<file path="src/rtl/alu_pkg.sv">
// Shared ALU constants and state encoding for the sequential 64-bit adder.
package alu_pkg;

    localparam int unsigned SLICE_W    = 16;
    localparam int unsigned NUM_SLICES = 4;
    localparam int unsigned DATA_W     = SLICE_W * NUM_SLICES;
    localparam int unsigned IDX_W      = 2;

    typedef enum logic [1:0] {
        IDLE = 2'd0,
        RUN  = 2'd1,
        DONE = 2'd2
    } state_e;

endpackage

</file>
<file path="src/rtl/add_16.sv">
// 16-bit ripple-carry adder slice shared by the sequential 64-bit adder.
module add_16 (
    input  logic [15:0] a_i,
    input  logic [15:0] b_i,
    input  logic        c_i,
    output logic [15:0] s_o,
    output logic        c_o
);

    logic [16:0] carry;

    // Bit-serial carry ripple through the slice.
    always_comb begin
        carry    = '0;
        s_o      = '0;
        carry[0] = c_i;
        for (int i = 0; i < 16; i++) begin
            s_o[i]       = a_i[i] ^ b_i[i] ^ carry[i];
            carry[i + 1] = (a_i[i] & b_i[i]) | (carry[i] & (a_i[i] ^ b_i[i]));
        end
        c_o = carry[16];
    end

endmodule

</file>
<file path="src/rtl/add64_seq_ctrl.sv">
// Multi-cycle 64-bit add/subtract: one 16-bit slice reused over four cycles,
// LSB slice first, with a registered carry between slices.
// Optional zero-result flag enabled by defining ADD64_SEQ_CTRL_ZERO_FLAG_EN.
module add64_seq_ctrl
    import alu_pkg::*;
(
    input  logic              clk,
    input  logic              rst,
    input  logic              in_valid,
    output logic              in_ready,
    input  logic [DATA_W-1:0] a,
    input  logic [DATA_W-1:0] b,
    input  logic              sub,
    output logic              out_valid,
    input  logic              out_ready,
    output logic [DATA_W-1:0] sum,
    output logic              c_out,
    output logic              overflow,
    output logic              busy
`ifdef ADD64_SEQ_CTRL_ZERO_FLAG_EN
    ,
    output logic              zero
`endif
);

    localparam logic [IDX_W-1:0] LAST_IDX = IDX_W'(NUM_SLICES - 1);

    state_e state_q, state_d;

    logic [NUM_SLICES-1:0][SLICE_W-1:0] a_q, a_d;
    logic [NUM_SLICES-1:0][SLICE_W-1:0] b_q, b_d;
    logic [NUM_SLICES-1:0][SLICE_W-1:0] sum_q, sum_d;
    logic [IDX_W-1:0]                   idx_q, idx_d;
    logic                               carry_q, carry_d;
    logic                               c_out_q, c_out_d;
    logic                               ovf_q, ovf_d;
    logic                               in_ready_q, in_ready_d;
    logic                               out_valid_q, out_valid_d;
    logic                               busy_q, busy_d;
`ifdef ADD64_SEQ_CTRL_ZERO_FLAG_EN
    logic                               zero_q, zero_d;
    logic                               zero_acc_q, zero_acc_d;
`endif

    logic [SLICE_W-1:0] slice_a, slice_b, slice_s;
    logic               slice_c;

    assign slice_a = a_q[idx_q];
    assign slice_b = b_q[idx_q];

    add_16 u_add_16 (
        .a_i (slice_a),
        .b_i (slice_b),
        .c_i (carry_q),
        .s_o (slice_s),
        .c_o (slice_c)
    );

    // FSM state register.
    always_ff @(posedge clk or posedge rst) begin
        if (rst) begin
            state_q <= IDLE;
        end else begin
            state_q <= state_d;
        end
    end

    // Next-state, operand latch, slice accumulation and status outputs.
    always_comb begin
        state_d    = state_q;
        a_d        = a_q;
        b_d        = b_q;
        sum_d      = sum_q;
        idx_d      = idx_q;
        carry_d    = carry_q;
        c_out_d    = c_out_q;
        ovf_d      = ovf_q;
`ifdef ADD64_SEQ_CTRL_ZERO_FLAG_EN
        zero_d     = zero_q;
        zero_acc_d = zero_acc_q;
`endif

        case (state_q)
            IDLE: begin
                if (in_valid) begin
                    a_d        = a;
                    b_d        = sub ? ~b : b;
                    carry_d    = sub;
                    idx_d      = '0;
`ifdef ADD64_SEQ_CTRL_ZERO_FLAG_EN
                    zero_acc_d = 1'b1;
`endif
                    state_d    = RUN;
                end
            end
            RUN: begin
                sum_d[idx_q] = slice_s;
                carry_d      = slice_c;
                idx_d        = idx_q + IDX_W'(1);
`ifdef ADD64_SEQ_CTRL_ZERO_FLAG_EN
                zero_acc_d   = zero_acc_q & (slice_s == '0);
`endif
                if (idx_q == LAST_IDX) begin
                    c_out_d = slice_c;
                    ovf_d   = slice_a[SLICE_W-1] ^ slice_b[SLICE_W-1]
                            ^ slice_s[SLICE_W-1] ^ slice_c;
                    idx_d   = '0;
`ifdef ADD64_SEQ_CTRL_ZERO_FLAG_EN
                    zero_d  = zero_acc_q & (slice_s == '0);
`endif
                    state_d = DONE;
                end
            end
            DONE: begin
                if (out_ready) begin
                    state_d = IDLE;
                end
            end
            default: begin
                state_d = IDLE;
            end
        endcase

        in_ready_d  = (state_d == IDLE);
        out_valid_d = (state_d == DONE);
        busy_d      = (state_d != IDLE);
    end

    // Datapath and output registers.
    always_ff @(posedge clk or posedge rst) begin
        if (rst) begin
            a_q         <= '0;
            b_q         <= '0;
            sum_q       <= '0;
            idx_q       <= '0;
            carry_q     <= 1'b0;
            c_out_q     <= 1'b0;
            ovf_q       <= 1'b0;
            in_ready_q  <= 1'b1;
            out_valid_q <= 1'b0;
            busy_q      <= 1'b0;
`ifdef ADD64_SEQ_CTRL_ZERO_FLAG_EN
            zero_q      <= 1'b0;
            zero_acc_q  <= 1'b0;
`endif
        end else begin
            a_q         <= a_d;
            b_q         <= b_d;
            sum_q       <= sum_d;
            idx_q       <= idx_d;
            carry_q     <= carry_d;
            c_out_q     <= c_out_d;
            ovf_q       <= ovf_d;
            in_ready_q  <= in_ready_d;
            out_valid_q <= out_valid_d;
            busy_q      <= busy_d;
`ifdef ADD64_SEQ_CTRL_ZERO_FLAG_EN
            zero_q      <= zero_d;
            zero_acc_q  <= zero_acc_d;
`endif
        end
    end

    assign in_ready  = in_ready_q;
    assign out_valid = out_valid_q;
    assign busy      = busy_q;
    assign sum       = sum_q;
    assign c_out     = c_out_q;
    assign overflow  = ovf_q;
`ifdef ADD64_SEQ_CTRL_ZERO_FLAG_EN
    assign zero      = zero_q;
`endif

endmodule

</file>
<file path="config.mk">
export PLATFORM = sky130hd
export DESIGN_NAME = add64_seq_ctrl
export DESIGN_NICKNAME = d
export VERILOG_FILES = /design/src/rtl/alu_pkg.sv /design/src/rtl/add_16.sv /design/src/rtl/add64_seq_ctrl.sv
export SDC_FILE = /design/constraint.sdc
export NUM_CORES = 1
export LEC_CHECK = 0
export BUFFER_PORTS_ARGS = -buffer_cell sky130_fd_sc_hd__clkbuf_2
export CORE_ASPECT_RATIO = 0.8
export CORE_MARGIN = 2
export CORE_UTILIZATION = 46
export CTS_CLUSTER_DIAMETER = 80
export DETAILED_ROUTE_END_ITERATION = 7
export PLACE_DENSITY = 0.69
export SLEW_MARGIN = 20
export SYNTH_ARGS = -nofsm -noshare
export SYNTH_HDL_FRONTEND = slang
export SYNTH_SLANG_ARGS = --single-unit
export TNS_END_PERCENT = 20
</file>
<file path="constraint.sdc">
create_clock -name clk -period 16.44 [get_ports clk]
set_input_delay 0.822 -clock clk [delete_from_list [all_inputs] [get_ports clk]]
set_output_delay 0.822 -clock clk [all_outputs]
set_load 0.02 [all_outputs]
</file>
Word level (Yosys, flattened, before mapping)

Cells that the tools add are included.
W data, S select, Z words.

Order comparisons: 2
Equality and inequality tests: 5
Multipliers: 0
Reduce and logical (&&, ||, !) cells: 8
Shifts and indexed selects: 0
Add/sub/neg operators: 1
Bitwise gates (word level): 83
Multiplexer cells: 17
Div/mod/pow operators: 0

Operators by type and width:

| kind                  | count |
|---|---|
| $bmux W16 S2          | 2 |
| $bwmux W64            | 1 |
| $mux W64              | 1 |
| $not A64 Y64          | 1 |
| $mux W16              | 3 |
| $xor A1 B1 Y1         | 34 |
| $and A1 B1 Y1         | 32 |
| $demux W16 S2         | 1 |
| $or A1 B1 Y1          | 16 |
| $mux W2               | 5 |
| $eq A2 B2 Y1 const B  | 3 |
| $pmux W2 S3           | 1 |
| $reduce_and A2 Y1     | 3 |
| $logic_not A2 Y1      | 2 |
| $pmux W2 S2           | 1 |
| $reduce_bool A2 Y1    | 2 |
| $lt A2 B3 Y1 const B  | 1 |
| $add A2 B1 Y2 const B | 1 |
| $eq A2 B1 Y1 const B  | 1 |
| $ge A2 B1 Y1 const B  | 1 |
| $ne A2 B2 Y1 const B  | 1 |
| $pmux W1 S2           | 1 |
| $logic_and A1 B1 Y1   | 1 |
| $mux W1               | 1 |

Memories kept: 0
Bits of input ports: 133
Output and inout port bits: 69
Bits in read-only memories: 0
Latch bits: 0
Bits in writable memories: 0
Register bits after elaboration: 202

Depth between registers and ports, before layout

Depth in word-level cells: 36
Mapped depth: 26

Modules after synthesis

Synthesis repeated with hierarchy kept, for this count alone.

Cells, all modules: 657
Area total of the unflattened synthesis: 9,193.8 um^2

Modules (own cells, without submodules):

| module         | times used | area an instance (um^2) | seq. area each (um^2) | cells each |
|---|---|---|---|---|
| add64_seq_ctrl | 1          | 8,836.0                 | 5,056.1               | 631 |
| add_16         | 1          | 357.8                   | 0.0                   | 26 |

Least setup slack after synthesis

Ideal clock, no wire load.

Path kind: register to register
Start point: reg idx_q[1]
End point: reg ovf_q, in the netlist overflow
Stages on the path, launching flop included: 26
Buffers on the path: 3
Required time: 16.312 ns
Library setup time: 0.128 ns
Arrival time: 7.582 ns
Path slack: 8.730 ns
Clock period less this slack: 7.710 ns
Cells stage by stage: dfrtp_1 -> buf_4 -> buf_2 -> buf_4 -> mux4_2 -> fa_1 -> fa_1 -> fa_1 -> fa_1 -> fa_1 -> fa_1 -> fa_1 -> fa_1 -> fa_1 -> fa_1 -> fa_1 -> fa_1 -> fa_1 -> inv_1 -> fa_1 -> inv_1 -> fa_1 -> inv_1 -> fa_1 -> xnor2_1 -> o21ai_0

Cells in the longest elaborated chain, start to end: 36
Elaborated cells on any way between the ends: 73
Those cells by class: 1 x eq/ne; 4 x mux; 67 x bitwise; 1 x reduce/logical

RTL lines:

| element                                               | RTL line                                   | source |
|---|---|---|
| start, declared                                       | add64_seq_ctrl.sv:33                       | `logic [IDX_W-1:0] idx_q, idx_d;` |
| start signal, assigned                                | add64_seq_ctrl.sv:150                      | `idx_q <= idx_d;` |
| $bmux W16 S2 (on tied branches)                       | add64_seq_ctrl.sv:48, add64_seq_ctrl.sv:49 |  |
| $mux W16 (on tied branches)                           | add64_seq_ctrl.sv:48, add64_seq_ctrl.sv:49 |  |
| $xor A1 B1 Y1                                         | add_16.sv:19                               | `carry[i + 1] = (a_i[i] & b_i[i]) \| (carry[i] & (a_i[i] ^ b_i[i]));` |
| $and A1 B1 Y1                                         | add_16.sv:19                               |  |
| $or A1 B1 Y1                                          | add_16.sv:19                               |  |
| $and A1 B1 Y1                                         | add_16.sv:19                               |  |
| $or A1 B1 Y1                                          | add_16.sv:19                               |  |
| $and A1 B1 Y1                                         | add_16.sv:19                               |  |
| [... 20 more ...]                                     | n/a                                        |  |
| $or A1 B1 Y1                                          | add_16.sv:19                               |  |
| $and A1 B1 Y1                                         | add_16.sv:19                               |  |
| $or A1 B1 Y1                                          | add_16.sv:19                               |  |
| $and A1 B1 Y1                                         | add_16.sv:19                               |  |
| $or A1 B1 Y1                                          | add_16.sv:19                               |  |
| $xor A1 B1 Y1 / $and A1 B1 Y1 (equally long branches) | add_16.sv:18, add_16.sv:19                 |  |
| $xor A1 B1 Y1 / $or A1 B1 Y1 (equally long branches)  | add64_seq_ctrl.sv:106, add_16.sv:19        |  |
| $xor A1 B1 Y1                                         | add64_seq_ctrl.sv:106                      | `^ slice_s[SLICE_W-1] ^ slice_c;` |
| end signal, assigned                                  | add64_seq_ctrl.sv:153                      | `ovf_q <= ovf_d;` |
| end, declared                                         | add64_seq_ctrl.sv:36                       | `logic ovf_q, ovf_d;` |

Parallel ways exist; a longest one is shown, timed or not. The select of a mux whose other input is x is not followed.
A chain may end at the register's enable or synchronous reset.

Worst setup path in the final report

Start point: reg idx_q[0]
End point: reg ovf_q, in the netlist overflow

The elaborated chain is that of the path after synthesis.

==> metrics.cfg <==
[global_routing]
grt_use_total_pct = 19.61
grt-ovfl-total = 0
grt_pass1_wl_mm = 32.14
grt_pass1_vias = 5796
antenna_found_initial = 0
grt_max_degree = 122

[worst_setup_path]
start_kind = flop
endpoint_kind = flop
cp.required_ns = 16.80
path_class = flop to flop
crit_arrival_ns = 8.76
path_max_fanout = 22

[placement]
hpwlAfterDp_mm = 14.56
portBuffers = 201
globalplace.congestion = 0.7478
place_inst = 1090

[sta]
finalSetupViolCount = 0
period_minus_slack_ns = 8.409
fmax_ghz = 0.1189
final.setup_skew_ns = 0.008609
tightest_slew_ns = 1.023
setup_tns_ns = 0
rsz0062_at_grt = no
slew_headroom_pct = 31.83
finalHoldViolations = 0
slew_violations = 0
timing.final.crit_share_pct = 51.15

[detailed_routing]
route.met2.wl_mm = 8.882
routedWlPerCell_microns = 18.15
highest_layer = met4
viasPerCell = 5.131
num_vias = 5783
final_antenna_net_count = 0
dr.pass1.iters = 4
wl_met3_mm = 1.278
drtIter0Drc = 437
m1WireLength_mm = 10.03
drt_wl_total_mm = 20.46
drc = 0

[clocking]
h-tree-depth = 1
root_buffer = clkbuf_16
numCtsBuffers = 21
cts.clk_slew.worst_paths_ns = 0.06
clockBufferDepth = 3
clk_latency_ns = 0.49
clock_sinks = 202
cts_setup_buffers = 0
post_cts_resized = 0
cts_tree = done
holdBufCountCts = 0

[die]
rows = 46
core_sq_um = 19740
dieArea_sq_um = 21220
pin_count = 202
start_util_pct = 46.75
die_y_microns = 130.7
fp.dieW_microns = 162.4

[yosys]
synth_cell_types = 26
synth_seq_cells = 202
synth_edf_count = 0
ys_seq_area_share_pct = 54.78
netlist_area_sq_um = 9230
syn_area_per_cell_sq_um = 13.94
synth_nets = 816
synthArstFlopShare_pct = 100.0
ys.flop_type = dfrtp_1
synthCells = 662
synth_warnings = 0

[cells_and_area]
drive_gt1_share_pct = 44.96
area_delta_synth_final_pct = 19.52
fill_cells = 1662
n_antenna_cell = 0
nets = 1003
final_cells = 1127

[pwr]
cellLeakagePower_nw = 4.901
p_total_mw = 2.723
pwr_density_cell_nw_per_um2 = 246.8
vdd_ir_drop_max_mv = 0.1447

[hold_path]
hold_path.class = flop to flop

[run_status]
outcome = completed

[run]
drv_cap = 0

## synth_stat cells (2+ instances only)
cell type | instances | area, sq um
a21oi_1 | 65 | 325.3
a32o_1 | 2 | 20.02
buf_2 | 24 | 120.1
buf_4 | 16 | 120.1
buf_6 | 2 | 22.52
dfrtp_1 | 201 | 5030
fa_1 | 16 | 320.3
ha_1 | 5 | 62.56
inv_1 | 12 | 45.04
mux2_1 | 11 | 123.9
mux2_2 | 103 | 1160
mux2_4 | 6 | 90.09
mux4_2 | 32 | 720.7
nand2_1 | 11 | 41.29
nand2b_1 | 2 | 12.51
nand3b_2 | 2 | 22.52
nand3b_4 | 2 | 40.04
nor2_1 | 66 | 247.7
o21ai_0 | 12 | 60.06
o31ai_1 | 2 | 15.01
xnor2_1 | 65 | 569.3
## layout make-up
class	instances	area [sq um]	area share, %
clock buffer	31	613.1	5.557
clock inverter	6	55.05	0.4990
inverter	12	52.55	0.4764
multi-input combinational	406	3872	35.10
sequential	202	5059	45.85
tap	264	330.3	2.994
timing repair buffer	206	1050	9.516
## critical path, stage by stage, from the launching register on
cell and delay (ns):
dfrtp_2 0.60, buf_4 0.45, mux4_2 0.59, fa_1 0.40
fa_1 0.40, fa_1 0.40, fa_1 0.40, fa_1 0.39
fa_1 0.42, fa_1 0.39, fa_1 0.39, fa_1 0.40
fa_1 0.39, fa_1 0.38, fa_1 0.43, fa_1 0.37
inv_1 0.07, fa_1 0.15, inv_1 0.05, fa_1 0.35
inv_1 0.09, fa_1 0.49, xnor2_1 0.18, o21ai_0 0.08
## final timing paths
kind / from / to / slack (ns) / cells after the start
max: idx_q[0]$_DFFE_PP0P_ / overflow$_DFFE_PP0P_ / 8.03 / 23
min: overflow$_DFFE_PP0P_ / overflow$_DFFE_PP0P_ / 0.48 / 2
max reg2reg: idx_q[0]$_DFFE_PP0P_ / overflow$_DFFE_PP0P_ / 8.03 / 23
min reg2reg: overflow$_DFFE_PP0P_ / overflow$_DFFE_PP0P_ / 0.48 / 2
max in group asynchronous: rst / idx_q[0]$_DFFE_PP0P_ / 14.67 / 3
min in group asynchronous: rst / sum[8]$_DFFE_PP0P_ / 0.49 / 2
## logic make-up after synthesis
group / count (synthesis) / share of synthesized area (%)
and+or+nand+nor: 85 / 4.148
muxes: 152 / 22.69
DFF: 202 / 54.78
AOI/OAI and AO/OA: 82 / 4.636
buffers and inverters: 54 / 3.335
xor gates and xnor gates: 66 / 6.263
adders and majority gates: 21 / 4.148
## through the flow
stage | util (%) | hold WS [ns] | worst slack, ns | area, sq um
6_report | 55.88 | 0.4841 | 8.031 | 11030
5_1_grt | 55.88 | 0.5038 | 7.615 | 11030
4_1_cts | 55.86 | 0.4848 | 7.962 | 11030
3_5_place_dp | 52.48 | 0.4706 | 7.997 | 10360
3_3_place_gp | 52.48 | 0.4663 | 8.063 | 10360
2_1_floorplan | - | 0.4751 | 8.730 | 9230
## where the power goes
part | internal, mW | switching [mW] | leakage (nW) | total, mW
Sequential | 0.758 | 0.152 | 2.33 | 0.910
Clock | 0.273 | 0.189 | 0.334 | 0.462
Combinational | 0.636 | 0.715 | 2.23 | 1.35
Total | 1.67 | 1.06 | 4.90 | 2.72
## state kept, by name, summed over array words and instances (netlist names)
register / flops
a_q: 64
b_q: 64
sum: 64
idx_q: 2
state_q: 2
busy: 1
c_out: 1
carry_q: 1
in_ready: 1
out_valid: 1
overflow: 1
## routing by layer
metal,GRT usage [%],up-vias
met5,0,-
met4,3.071,0
li1,-,2674
met2,29.16,175
met1,30.88,2916
met3,3.472,18
## layout by cell type (no fill, tap or decap), types with 6 or more instances in the layout
cell type and instances:
fa_1 16, dfrtp_1 199, nor2_1 66, inv_1 11, mux4_2 32, clkbuf_16 21, clkbuf_2 200, a21oi_1 65
mux2_1 11, xnor2_1 65, o21ai_0 12, mux2_2 103, nand2_1 11, mux2_4 6
Note: power is estimated with default switching activity, not from simulation.
